### config.mk
export PLATFORM = sky130hd
export DESIGN_NAME = cpu_memif_mq
export DESIGN_NICKNAME = d
export VERILOG_FILES = /design/src/rtl/cpu_memif_mq.sv
export SDC_FILE = /design/constraint.sdc
export NUM_CORES = 1
export LEC_CHECK = 0
export ABC_AREA = 1
export BUFFER_PORTS_ARGS = -buffer_cell sky130_fd_sc_hd__buf_2
export CORE_MARGIN = 1.5
export CORE_UTILIZATION = 28
export DETAILED_ROUTE_END_ITERATION = 8
export PLACE_DENSITY = 0.43
export SYNTH_ARGS = -nofsm -noshare
export SYNTH_HDL_FRONTEND = slang
export SYNTH_SLANG_ARGS = --single-unit
### constraint.sdc
create_clock -name clock -period 4 [get_ports clock]
set_input_delay 1.2 -clock clock [delete_from_list [all_inputs] [get_ports clock]]
set_output_delay 1.2 -clock clock [all_outputs]
set_load 0.01 [all_outputs]
### src/rtl/cpu_memif_mq.sv
// CPU data-bus tracker: follows up to DEPTH outstanding transactions in request order,
// drives pending flags and an aligned, extended load result back to the memory stage.
module cpu_memif_mq #(
    parameter int DATA_W = 32,
    parameter int DEPTH  = 4,
    parameter int LSB_W  = $clog2(DATA_W / 8)
) (
    input  logic                       clock,
    input  logic                       reset_n,
    input  logic                       cpud_request,
    input  logic [LSB_W-1:0]           cpud_addr,
    input  logic [1:0]                 cpud_size,
    input  logic                       cpud_write,
    input  logic                       cpud_unsigned,
    input  logic [DATA_W-1:0]          cpud_rdata,
    input  logic                       cpud_ack,
    output logic                       p4_write_pending,
    output logic                       p4_read_pending,
    output logic [DATA_W-1:0]          p4_mem_rdata,
    output logic                       p4_rdata_valid,
    output logic                       p4_full,
    output logic [$clog2(DEPTH):0]     p4_count,
    output logic [1:0]                 p4_err
);

    localparam int PTR_W = $clog2(DEPTH);
    localparam int CNT_W = PTR_W + 1;
    // Lane keep-masks; truncation to DATA_W makes a word keep everything on a 32-bit bus.
    localparam logic [DATA_W-1:0] KEEP_B = DATA_W'(64'h0000_0000_0000_00FF);
    localparam logic [DATA_W-1:0] KEEP_H = DATA_W'(64'h0000_0000_0000_FFFF);
    localparam logic [DATA_W-1:0] KEEP_W = DATA_W'(64'h0000_0000_FFFF_FFFF);

    function automatic logic [DATA_W-1:0] align_load(
        input logic [DATA_W-1:0] data,
        input logic [LSB_W-1:0]  addr,
        input logic [1:0]        size,
        input logic              uns
    );
        logic [LSB_W-1:0]  lane;
        logic [DATA_W-1:0] sh;
        logic [DATA_W-1:0] keep;
        logic              fill;
        case (size)
            2'b00:   lane = addr;
            2'b01:   lane = addr & ~LSB_W'(1'b1);
            2'b10:   lane = addr & ~LSB_W'(2'b11);
            default: lane = {LSB_W{1'b0}};
        endcase
        sh = data >> {lane, 3'b000};
        case (size)
            2'b00:   begin keep = KEEP_B; fill = !uns && sh[7];  end
            2'b01:   begin keep = KEEP_H; fill = !uns && sh[15]; end
            2'b10:   begin keep = KEEP_W; fill = !uns && sh[31]; end
            default: begin keep = {DATA_W{1'b1}}; fill = 1'b0;  end
        endcase
        return (sh & keep) | (fill ? ~keep : {DATA_W{1'b0}});
    endfunction

    logic              fifo_write_r [DEPTH];
    logic [1:0]        fifo_size_r  [DEPTH];
    logic [LSB_W-1:0]  fifo_addr_r  [DEPTH];
    logic              fifo_uns_r   [DEPTH];
    logic [PTR_W-1:0]  head_r;
    logic [PTR_W-1:0]  tail_r;
    logic [CNT_W-1:0]  count_r;
    logic [CNT_W-1:0]  wr_cnt_r;
    logic [CNT_W-1:0]  rd_cnt_r;
    logic              full_r;
    logic [1:0]        err_r;
    logic [DATA_W-1:0] mem_rdata_r;
    logic              rdata_valid_r;

    logic              pop_s;
    logic              push_s;
    logic              head_write_s;
    logic [CNT_W-1:0]  count_next_s;
    logic [CNT_W-1:0]  wr_cnt_next_s;
    logic [CNT_W-1:0]  rd_cnt_next_s;
    logic [1:0]        err_next_s;

    // Pop/push decisions; only entries registered in earlier cycles can be acknowledged.
    always_comb begin
        pop_s         = 1'b0;
        push_s        = 1'b0;
        head_write_s  = fifo_write_r[head_r];
        if (cpud_ack && (count_r != {CNT_W{1'b0}})) begin
            pop_s = 1'b1;
        end else begin
            pop_s = 1'b0;
        end
        if (cpud_request && (!full_r || pop_s)) begin
            push_s = 1'b1;
        end else begin
            push_s = 1'b0;
        end
        count_next_s  = count_r + CNT_W'(push_s) - CNT_W'(pop_s);
        wr_cnt_next_s = wr_cnt_r + CNT_W'(push_s && cpud_write) - CNT_W'(pop_s && head_write_s);
        rd_cnt_next_s = rd_cnt_r + CNT_W'(push_s && !cpud_write) - CNT_W'(pop_s && !head_write_s);
        err_next_s    = err_r | {cpud_ack && (count_r == {CNT_W{1'b0}}),
                                 cpud_request && full_r && !pop_s};
    end

    // Pointers, occupancy counters, sticky error flags and the load-result register.
    always_ff @(posedge clock or negedge reset_n) begin
        if (!reset_n) begin
            head_r        <= {PTR_W{1'b0}};
            tail_r        <= {PTR_W{1'b0}};
            count_r       <= {CNT_W{1'b0}};
            wr_cnt_r      <= {CNT_W{1'b0}};
            rd_cnt_r      <= {CNT_W{1'b0}};
            full_r        <= 1'b0;
            err_r         <= 2'b00;
            mem_rdata_r   <= {DATA_W{1'b0}};
            rdata_valid_r <= 1'b0;
        end else begin
            head_r   <= head_r + PTR_W'(pop_s);
            tail_r   <= tail_r + PTR_W'(push_s);
            count_r  <= count_next_s;
            wr_cnt_r <= wr_cnt_next_s;
            rd_cnt_r <= rd_cnt_next_s;
            full_r   <= (count_next_s == CNT_W'(DEPTH));
            err_r    <= err_next_s;
            if (pop_s && !head_write_s) begin
                mem_rdata_r   <= align_load(cpud_rdata, fifo_addr_r[head_r],
                                            fifo_size_r[head_r], fifo_uns_r[head_r]);
                rdata_valid_r <= 1'b1;
            end else begin
                rdata_valid_r <= 1'b0;
            end
        end
    end

    // Entry storage written at the tail.
    always_ff @(posedge clock or negedge reset_n) begin
        if (!reset_n) begin
            for (int i = 0; i < DEPTH; i++) begin
                fifo_write_r[i] <= 1'b0;
                fifo_size_r[i]  <= 2'b00;
                fifo_addr_r[i]  <= {LSB_W{1'b0}};
                fifo_uns_r[i]   <= 1'b0;
            end
        end else if (push_s) begin
            fifo_write_r[tail_r] <= cpud_write;
            fifo_size_r[tail_r]  <= cpud_size;
            fifo_addr_r[tail_r]  <= cpud_addr;
            fifo_uns_r[tail_r]   <= cpud_unsigned;
        end
    end

    // Pending flags look through the ack so the CPU can resume in the ack cycle itself.
    assign p4_write_pending = (wr_cnt_r - CNT_W'(pop_s && head_write_s)) != {CNT_W{1'b0}};
    assign p4_read_pending  = (rd_cnt_r - CNT_W'(pop_s && !head_write_s)) != {CNT_W{1'b0}};
    assign p4_mem_rdata     = mem_rdata_r;
    assign p4_rdata_valid   = rdata_valid_r;
    assign p4_full          = full_r;
    assign p4_count         = count_r;
    assign p4_err           = err_r;

endmodule

# Word-level counts from Yosys, hierarchy flattened

Index checks and enable logic that the tools add are counted.
W data, S select, Z words.

Flip-flop bits (word level): 73

Add/sub/neg operators: 10
Order comparisons: 3
Eq/ne operators: 3
Shift-type cells: 1
Mux-type cells: 30
Bitwise operators: 6
Reduce and logical (&&, ||, !) cells: 24

Operators by type and width:

| cell                 | count |
|---|---|
| $mux W32             | 2 |
| $pmux W32 S2         | 1 |
| $and A32 B32 Y32     | 1 |
| $not A32 Y32         | 1 |
| $or A32 B32 Y32      | 1 |
| $shr A32 B5 Y32      | 1 |
| $bwmux W8            | 2 |
| $sub A3 B1 Y3        | 5 |
| $logic_and A1 B1 Y1  | 13 |
| $mux W2              | 6 |
| $add A3 B1 Y3        | 3 |
| $mux W1              | 9 |
| $reduce_bool A3 Y1   | 3 |
| $bmux W2 S2          | 2 |
| $bwmux W4            | 2 |
| $ge A3 B3 Y1 const B | 2 |
| $not A2 Y3           | 2 |
| $logic_not A1 Y1     | 5 |
| $add A2 B1 Y2        | 2 |
| $bmux W1 S2          | 2 |
| $demux W2 S2         | 1 |
| $pmux W2 S2          | 1 |
| $eq A3 B3 Y1 const B | 1 |
| $logic_not A3 Y1     | 1 |
| 8 further kinds      | 8 |

# Longest topological paths before layout

Gate-level depths: netlist of run 1.

Depth after elaboration: 13
Mapped depth: 16

# Worst setup path after synthesis of run 1

OpenSTA, ideal clock, no wires.

Path type: input port to output port
Start: in cpud_ack
End: out p4_read_pending
Data arrival time: 2,392 ps
Required time: 2,800 ps
Setup slack: 408 ps
Stages on the path: 10
Path buffers: 1
Cell sequence: nand2_1 > inv_1 > nand2_1 > inv_2 > clkbuf_1 > ha_1 > inv_1 > nand2_1 > nand3_1 > o21bai_1

Word-level cells in the longest chain between the ends: 5

RTL lines:

| item                | RTL line | RTL |
|---|---|---|
| start: declaration  | 16       | `input logic cpud_ack,` |
| $logic_and A1 B1 Y1 | 86       | `if (cpud_ack && (count_r != {CNT_W{1'b0}})) begin` |
| $mux W1             | 86       |  |
| $logic_and A1 B1 Y1 | 152      | `assign p4_read_pending = (rd_cnt_r - CNT_W'(pop_s && !head_write_s)) != {CNT_W{1'b0}};` |
| $sub A3 B1 Y3       | 152      |  |
| $reduce_bool A3 Y1  | 152      |  |
| end: declaration    | 18       | `output logic p4_read_pending,` |

Every way passes these cells.

# Final worst setup path of run 1

Same ends and word-level chain as after synthesis.

==> results.json, run 1 <==
{
  "status": "complete, no violations",
  "yosysSeqAreaShare": 0.463,
  "die_h_microns": 122,
  "dp_hpwl_mm": 7.41,
  "maxCapViolations": 0,
  "cp_slowest_stage_delay_ps": 260,
  "arrival_ps": 2300,
  "cp_max_fo": 4,
  "crit_chain": "buf_2, nand2_1, inv_1, nand2_1, inv_2, ha_1, nand3_1, o21bai_1, buf_2",
  "crit_type": "input pin to primary output",
  "areaGrowthSynthToFinish_pct": 21.8,
  "drt_iter0_drc": 170,
  "layout.nets": 608,
  "ir_worst_vdd_mv": 0.331,
  "numPortBuffers": 82,
  "fin_hold_ws_ps": 473,
  "max_clock_freq_mhz": 286,
  "grt_overflow": 0,
  "synth_edf_count": 0,
  "viasPerCell": 4.57,
  "cp_slowest_cell": "ha_1",
  "antenna_found_initial": 0,
  "synthDistinctLibCells": 38,
  "n_antenna_cell": 0,
  "mostFrequentLayoutCell": "nand2_1",
  "ios": 83,
  "syn_avg_cell_area_sq_um": 8.45,
  "std_cell_rows": 43,
  "mostFrequentLayoutCells": "110 x nand2_1, 82 x buf_2, 73 x dfrtp_1",
  "start_kind": "input pin",
  "p_leak_nw": 2.46,
  "wl_per_cell_microns": 14.1,
  "dieArea_sq_um": 14800,
  "yosys_register_bits": 73,
  "cts_resized": 0,
  "tns_ps": 0,
  "numCtsBuffers": 9,
  "finalNonFillerCells": 733,
  "grt_first_pass_wirelength_mm": 16.7,
  "synth_area_leaders": "dfrtp_1 46%, nand2_1 10%, o21ai_0 5.6%",
  "switching_share": 0.471,
  "dr_total_vias": 3352,
  "rsz0062_at_grt": "no",
  "die_x_microns": 122,
  "start_util": 0.285,
  "setup_viol": 0,
  "net-switching-power_mw": 2.27,
  "path_clk_slew_ps": 60,
  "ctsHoldBuffers": 0,
  "htree_levels": 3,
  "hold_viol": 0,
  "wl_met3_microns": 588,
  "slew_viol_final": 0,
  "remaining_drc_errors": 0,
  "async_flop_share": 1.00,
  "coreArea_sq_um": 13800,
  "max-slew-margin-rel": 0.691,
  "yosysWarnings": 0,
  "syn-cell-area_sq_um": 3950,
  "synth_cells": 467,
  "clk_latency_ps": 340,
  "highest_layer": "met4",
  "worstHoldPathType": "register to register",
  "synth_top_area_cell": "dfrtp_1",
  "gp_congestion": 0.789,
  "dp.cells": 717,
  "cts_root_buf": "clkbuf_16",
  "clockBufferDepth": 2,
  "worst_pin_slew_ps": 464,
  "p_comb_frac": 0.559,
  "end_kind": "primary output",
  "skew_ps": 9.89,
  "period_needed_ps": 3500,
  "synth-main-ff-cell": "dfrtp_1",
  "required_ps": 2800,
  "cts_tree": "built",
  "drtAntennaViolNets": 0,
  "synth_top_area_share": 0.463,
  "finalWirelength_mm": 10.3,
  "track_usage": 0.148,
  "wl_met1_mm": 4.65,
  "drt_first_pass_iters": 4,
  "post-cts-setup-buffer-count": 0,
  "syn-num-nets": 527,
  "fin_crit_sh": 0.874,
  "met2_length_mm": 4.98,
  "power_density_nw_per_um2": 1000,
  "seq_power_share": 0.282,
  "p_int_mw": 2.54,
  "layout-drive-gt1-share": 0.248,
  "p_clk_frac": 0.160,
  "grt_pass1_vias": 3323,
  "grt_max_degree": 74,
  "cts.sinks": 73
}
worst max-delay path, delay by kind of cell:
kind / cells / cell delay, ps
adder cells (fa/ha/maj): 1 / 260
AO/OA/AOI/OAI: 1 / 150
AND/OR/NAND/NOR: 3 / 290
buffers and inverters: 4 / 380
registers in the layout (all words and copies together), names as in the netlist, 3 cells and up:
register / count
rd_cnt_r: 3
fifo_uns_r: 4
fifo_write_r: 4
wr_cnt_r: 3
fifo_addr_r: 8
fifo_size_r: 8
p4_count: 3
p4_mem_rdata: 32
metal layers:
metal / track usage / vias to the layer above
met4: 0.0471 / 0
met2: 0.248 / 77
met3: 0.0398 / 8
li1: - / 1676
met1: 0.185 / 1591
met5: 0 / -
cell usage after synthesis (4+ instances only):
| cell | number |
|---|---|
| clkbuf_1 | 6 |
| inv_2 | 5 |
| nor2_1 | 36 |
| a21oi_1 | 30 |
| o21ai_0 | 44 |
| xnor2_1 | 4 |
| buf_6 | 5 |
| dfrtp_1 | 73 |
| o211ai_1 | 4 |
| xor2_1 | 4 |
| buf_2 | 7 |
| a21oi_2 | 10 |
| inv_1 | 52 |
| ha_1 | 15 |
| nand2_1 | 110 |
| nand3_1 | 25 |
cells by family (layout without fill, tap and decap cells):
family          count (synthesis)  in the layout  share of synthesized area
simple gates                  187            187                      0.210
xor+xnor                        8              8                     0.0178
flops                          73             73                      0.463
mux                             2              2                    0.00507
fa+ha+maj                      18             18                     0.0628
buf+inv                        77            163                     0.0872
compound gates                102            102                      0.154
metrics by stage:
step           instance area (sq um)   util  setup WS, ps  total power, mW
2_1_floorplan                   3950      -           408             3.37
3_3_place_gp                    4530  0.327           527             4.06
3_5_place_dp                    4530  0.327           482             4.11
4_1_cts                         4810  0.348           484             4.90
5_1_grt                         4810  0.348           385             5.29
6_report                        4810  0.348           504             4.81
power by group through the flow:
stage / combinational (mW) / sequential, mW / clock (mW)
after floorplan: 1.95 / 1.41 / 0
after global placement: 2.71 / 1.36 / 0
after detailed placement: 2.74 / 1.37 / 0
after CTS: 2.75 / 1.36 / 0.798
after global routing: 3.05 / 1.40 / 0.832
final: 2.69 / 1.35 / 0.767
final timing paths:
check	from	to	slack, ps	cells after the start
setup / recovery	cpud_ack	p4_read_pending	500	9
hold / removal	p4_err[0]	p4_err[0]	470	1
setup reg to reg	head_r[0]	p4_mem_rdata[28]	820	14
hold reg to reg	p4_err[0]	p4_err[0]	470	1
max in group asynchronous	reset_n	fifo_uns_r[0]	2780	2
min in group asynchronous	reset_n	p4_rdata_valid	880	2
area by class of cell:
cell class                      count  area (sq um)
Inverter                           58           223
Timing Repair Buffer               89           475
Sequential cell                    73          1830
Tap cell                          180           225
Clock inverter                      5          38.8
Fill cell                        1481          9020
Multi-Input combinational cell    317          1780
Clock buffer                       11           243
Note: power is estimated with default switching activity, not from simulation.
==> run 2: changes to the inputs <==
--- a/config.mk
+++ b/config.mk
@@ -7,10 +7,10 @@
 export LEC_CHECK = 0
 export ABC_AREA = 1
 export BUFFER_PORTS_ARGS = -buffer_cell sky130_fd_sc_hd__buf_2
-export CORE_MARGIN = 1.5
 export CORE_UTILIZATION = 28
 export DETAILED_ROUTE_END_ITERATION = 8
 export PLACE_DENSITY = 0.43
+export RECOVER_POWER = 100
 export SYNTH_ARGS = -nofsm -noshare
 export SYNTH_HDL_FRONTEND = slang
 export SYNTH_SLANG_ARGS = --single-unit
==> results.json, run 2 (synthesis gave the netlist of run 1 again) <==
{
  "power_density_nw_per_um2": 992,
  "clk_latency_ps": 340,
  "dp.cells": 717,
  "hold_viol": 0,
  "post-cts-setup-buffer-count": 0,
  "violations": "capacitance limit, slew limit",
  "max_clock_freq_mhz": 285,
  "grt_first_pass_wirelength_mm": 17.3,
  "die_h_microns": 121,
  "setup_viol": 0,
  "antenna_found_initial": 0,
  "maxCapViolations": 1,
  "crit_top_cell": "nand2_1",
  "n_antenna_cell": 0,
  "slew_viol_final": 39,
  "coreArea_sq_um": 13800,
  "clockBufferDepth": 2,
  "regToRegSetupSlack_ps": 500,
  "mostFrequentLayoutCell": "nand2_1",
  "cts_root_buf": "clkbuf_16",
  "die_x_microns": 121,
  "final_util": 0.341,
  "worstHoldPathType": "register to register",
  "holdPathStages": 1,
  "status": "finished with violations",
  "cts_tree": "built",
  "r2r_start": "head_r[0]",
  "min_from": "p4_err[0]",
  "crit_type": "register to register",
  "cts_resized": 0,
  "ios": 83,
  "required_ps": 4260,
  "drt_first_pass_iters": 4,
  "finalPower_mw": 4.68,
  "cp.buffers_inverters": 4,
  "start_kind": "register",
  "ir_worst_vdd_mv": 0.355,
  "ctsHoldBuffers": 0,
  "finalWirelength_mm": 10.5,
  "grt_overflow": 0,
  "drtAntennaViolNets": 0,
  "holdPathEnd": "p4_err[0]",
  "rsz0062_at_grt": "no",
  "areaGrowthSynthToFinish_pct": 19.4,
  "skew_ps": 5.71,
  "htree_levels": 3,
  "grt_pass1_vias": 3376,
  "max-slew-margin-rel": -0.519,
  "worstRegToRegCells": 14,
  "drt_iter0_drc": 157,
  "dp_hpwl_mm": 7.55,
  "wl_per_cell_microns": 14.3,
  "largest_register_ffs": 32,
  "crit_chain": "inv_1, nand2_1, a32oi_1, inv_1, ha_1, nor2_1, inv_6, nand3_4, inv_2, nand2_1, nand3_1, nand2_1, nand4_1, a21oi_1",
  "p_leak_nw": 2.35,
  "viasPerCell": 4.56,
  "crit_family": "simple AND/OR/NAND/NOR gates",
  "dr_total_vias": 3342,
  "cp_max_fo": 13,
  "end_kind": "register",
  "numCtsBuffers": 9,
  "period_needed_ps": 3500,
  "layout-drive-gt1-share": 0.145,
  "layout.nets": 608,
  "cp_slowest_cell": "dfrtp_1",
  "timing.rr.end": "p4_mem_rdata[14]",
  "dieArea_sq_um": 14600,
  "tns_ps": 0,
  "mostFrequentLayoutCells": "111 x nand2_1, 73 x dfrtp_1, 54 x inv_1",
  "grt_max_degree": 46,
  "track_usage": 0.157,
  "std_cell_rows": 43,
  "path_clk_slew_ps": 60,
  "start_util": 0.285,
  "arrival_ps": 3760,
  "worst_pin_slew_ps": 2280,
  "remaining_drc_errors": 0,
  "cp_slowest_stage_delay_ps": 460,
  "finalNonFillerCells": 733,
  "fin_crit_sh": 0.876,
  "cts.sinks": 73,
  "gp_congestion": 0.788,
  "numPortBuffers": 82
}
run 2: cell count changes in the layout (fill, tap and decap cells not counted), moves of 2 or more:
cell,previous run,this run
inv_1,52,54
inv_6,3,1
clkbuf_1,1,44
inv_2,5,3
a21oi_1,30,39
a21oi_2,10,1
clkbuf_8,1,4
buf_2,82,40
run 2: power breakdown:
| group | total, mW | internal, mW | switching, mW | leakage, nW |
|---|---|---|---|---|
| Combinational | 2.53 | 0.870 | 1.66 | 1.34 |
| Clock | 0.785 | 0.486 | 0.299 | 0.149 |
| Sequential | 1.36 | 1.13 | 0.232 | 0.868 |
run 2: layout make-up:
type,count,area (sq um)
Clock inverter,2,10.0
Sequential cell,73,1830
Multi-Input combinational cell,317,1730
Tap cell,180,225
Fill cell,1510,9110
Inverter,58,223
Timing Repair Buffer,89,419
Clock buffer,14,284
run 2: per-stage QoR:
step / worst slack (ps) / hold slack, ps / instance area, sq um
global placement: 526 / 454 / 4530
CTS: 485 / 471 / 4820
floorplan: 408 / 442 / 3950
global route: 222 / 495 / 4710
detailed placement: 490 / 458 / 4530
finish: 496 / 467 / 4710
run 2: per-layer routing:
layer,vias up,global-route usage,wire (microns)
met5,-,0,0
li1,1675,-,-
met3,15,0.0382,528
met2,83,0.263,5070
met1,1569,0.192,4700
met4,0,0.0625,199
run 2: worst max path at each step:
stage	startpoint	to	slack, ps	depth (start not counted)
after global routing	head_r[0]	p4_mem_rdata[8]	220	14
after global placement	cpud_ack	p4_read_pending	530	9
after detailed placement	cpud_ack	p4_read_pending	490	9
after floorplan	cpud_ack	p4_read_pending	410	10
final	head_r[0]	p4_mem_rdata[14]	500	14
after CTS	cpud_ack	p4_read_pending	480	9
==> run 3: changes to the inputs <==
--- a/config.mk
+++ b/config.mk
@@ -9,6 +9,7 @@
 export BUFFER_PORTS_ARGS = -buffer_cell sky130_fd_sc_hd__buf_2
 export CORE_UTILIZATION = 28
 export DETAILED_ROUTE_END_ITERATION = 8
+export MAX_ROUTING_LAYER = met4
 export PLACE_DENSITY = 0.43
 export RECOVER_POWER = 100
 export SYNTH_ARGS = -nofsm -noshare
==> results.json, run 3 (synthesis gave the netlist of run 1 again) <==
{
  "p_int_mw": 2.48,
  "cts_root_buf": "clkbuf_16",
  "tns_ps": 0,
  "violations": "capacitance limit, slew limit",
  "skew_ps": 6.22,
  "switching_share": 0.468,
  "worstHoldPathType": "register to register",
  "end_kind": "register",
  "n_antenna_cell": 0,
  "fillers": 1510,
  "seq_power_share": 0.291,
  "mostFrequentLayoutCells": "111 x nand2_1, 73 x dfrtp_1, 54 x inv_1",
  "cts_tree": "built",
  "hold_viol": 0,
  "ctsHoldBuffers": 0,
  "start_kind": "register",
  "track_usage": 0.161,
  "wl_per_cell_microns": 14.3,
  "die_x_microns": 121,
  "slew_viol_final": 39,
  "power_density_nw_per_um2": 990,
  "die_h_microns": 121,
  "fin_crit_sh": 0.874,
  "grt_overflow": 0,
  "numCtsBuffers": 9,
  "maxCapViolations": 1,
  "required_ps": 4260,
  "net-switching-power_mw": 2.19,
  "layout-drive-gt1-share": 0.145,
  "drt_first_pass_iters": 4,
  "cp_max_fo": 13,
  "grt_max_degree": 46,
  "dr_total_vias": 3333,
  "worst_pin_slew_ps": 2270,
  "std_cell_rows": 43,
  "p_comb_frac": 0.542,
  "rsz0062_at_grt": "no",
  "path_clk_slew_ps": 60,
  "fin_hold_ws_ps": 467,
  "start_util": 0.285,
  "numPortBuffers": 82,
  "viasPerCell": 4.55,
  "dp_hpwl_mm": 7.55,
  "design_area_sq_um": 4710,
  "clockBufferDepth": 2,
  "p_clk_frac": 0.168,
  "ios": 83,
  "grt_pass1_vias": 3372,
  "ir_worst_vdd_mv": 0.354,
  "clk_latency_ps": 340,
  "drtAntennaViolNets": 0,
  "areaGrowthSynthToFinish_pct": 19.4,
  "post-cts-setup-buffer-count": 0,
  "arrival_ps": 3750,
  "drt_iter0_drc": 168,
  "status": "finished with violations",
  "htree_levels": 3,
  "p_leak_nw": 2.35,
  "grt_first_pass_wirelength_mm": 17.3,
  "crit_type": "register to register",
  "mostFrequentLayoutCell": "nand2_1",
  "max_clock_freq_mhz": 286,
  "cts_resized": 0,
  "final_util": 0.341,
  "dieArea_sq_um": 14600,
  "remaining_drc_errors": 0,
  "gp_congestion": 0.799,
  "antenna_found_initial": 0,
  "largest_register_ffs": 32,
  "finalWirelength_mm": 10.5,
  "coreArea_sq_um": 13800,
  "setup_viol": 0,
  "placedInstanceArea_sq_um": 4530,
  "layout.nets": 608,
  "cts.sinks": 73,
  "max-slew-margin-rel": -0.515,
  "period_needed_ps": 3500
}
## run 3: cell counts in the layout (fill, tap and decap cells not counted)
Identical to the previous run, type by type.
## run 3: power groups by stage
stage	registers [mW]	clock network (mW)	logic, mW
global placement	1.35	0	2.71
finish	1.36	0.783	2.53
detailed placement	1.37	0	2.75
CTS	1.36	0.818	2.75
floorplan	1.41	0	1.95
global route	1.41	0.845	2.92
## run 3: routing by layer
metal	vias up	wire length, microns	GRT usage
li1	1673	-	-
met1	1556	4560	0.193
met2	93	5090	0.262
met3	11	642	0.0382
met4	0	159	0.0625
met5	-	0	-
## run 3: path summary, 6_finish.rpt
check	start	end	cells past startpoint	slack, ps
setup / recovery	head_r[0]	p4_mem_rdata[14]	14	500
hold / removal	p4_err[0]	p4_err[0]	1	470
setup reg to reg	head_r[0]	p4_mem_rdata[14]	14	500
hold reg to reg	p4_err[0]	p4_err[0]	1	470
max in group asynchronous	reset_n	p4_mem_rdata[12]	1	1160
min in group asynchronous	reset_n	p4_rdata_valid	1	1540
## run 3: through the flow
step                      setup slack [ps]  cells  power (mW)
after floorplan                        408    467        3.37
after global placement                 526    717        4.07
after detailed placement               490    717        4.11
after CTS                              485    733        4.93
after global routing                   222    733        5.17
final                                  505    733        4.67
## run 3: area by class of cell
| cell class | instances | area [sq um] | area share |
|---|---|---|---|
| timing repair buffer | 89 | 419 | 0.0889 |
| clock buffer | 14 | 284 | 0.0603 |
| clock inverter | 2 | 10.0 | 0.00212 |
| sequential | 73 | 1830 | 0.388 |
| inverter | 58 | 223 | 0.0473 |
| tap | 180 | 225 | 0.0478 |
| multi-input combinational | 317 | 1730 | 0.366 |
## run 3: worst max-delay path: stages, from the launching register on
cell,delay [ps]
dfrtp_1,460
inv_1,350
nand2_1,90
a32oi_1,410
inv_1,160
ha_1,300
nor2_1,300
inv_6,110
nand3_4,200
inv_2,120
nand2_1,100
nand3_1,80
nand2_1,120
nand4_1,340
a21oi_1,260
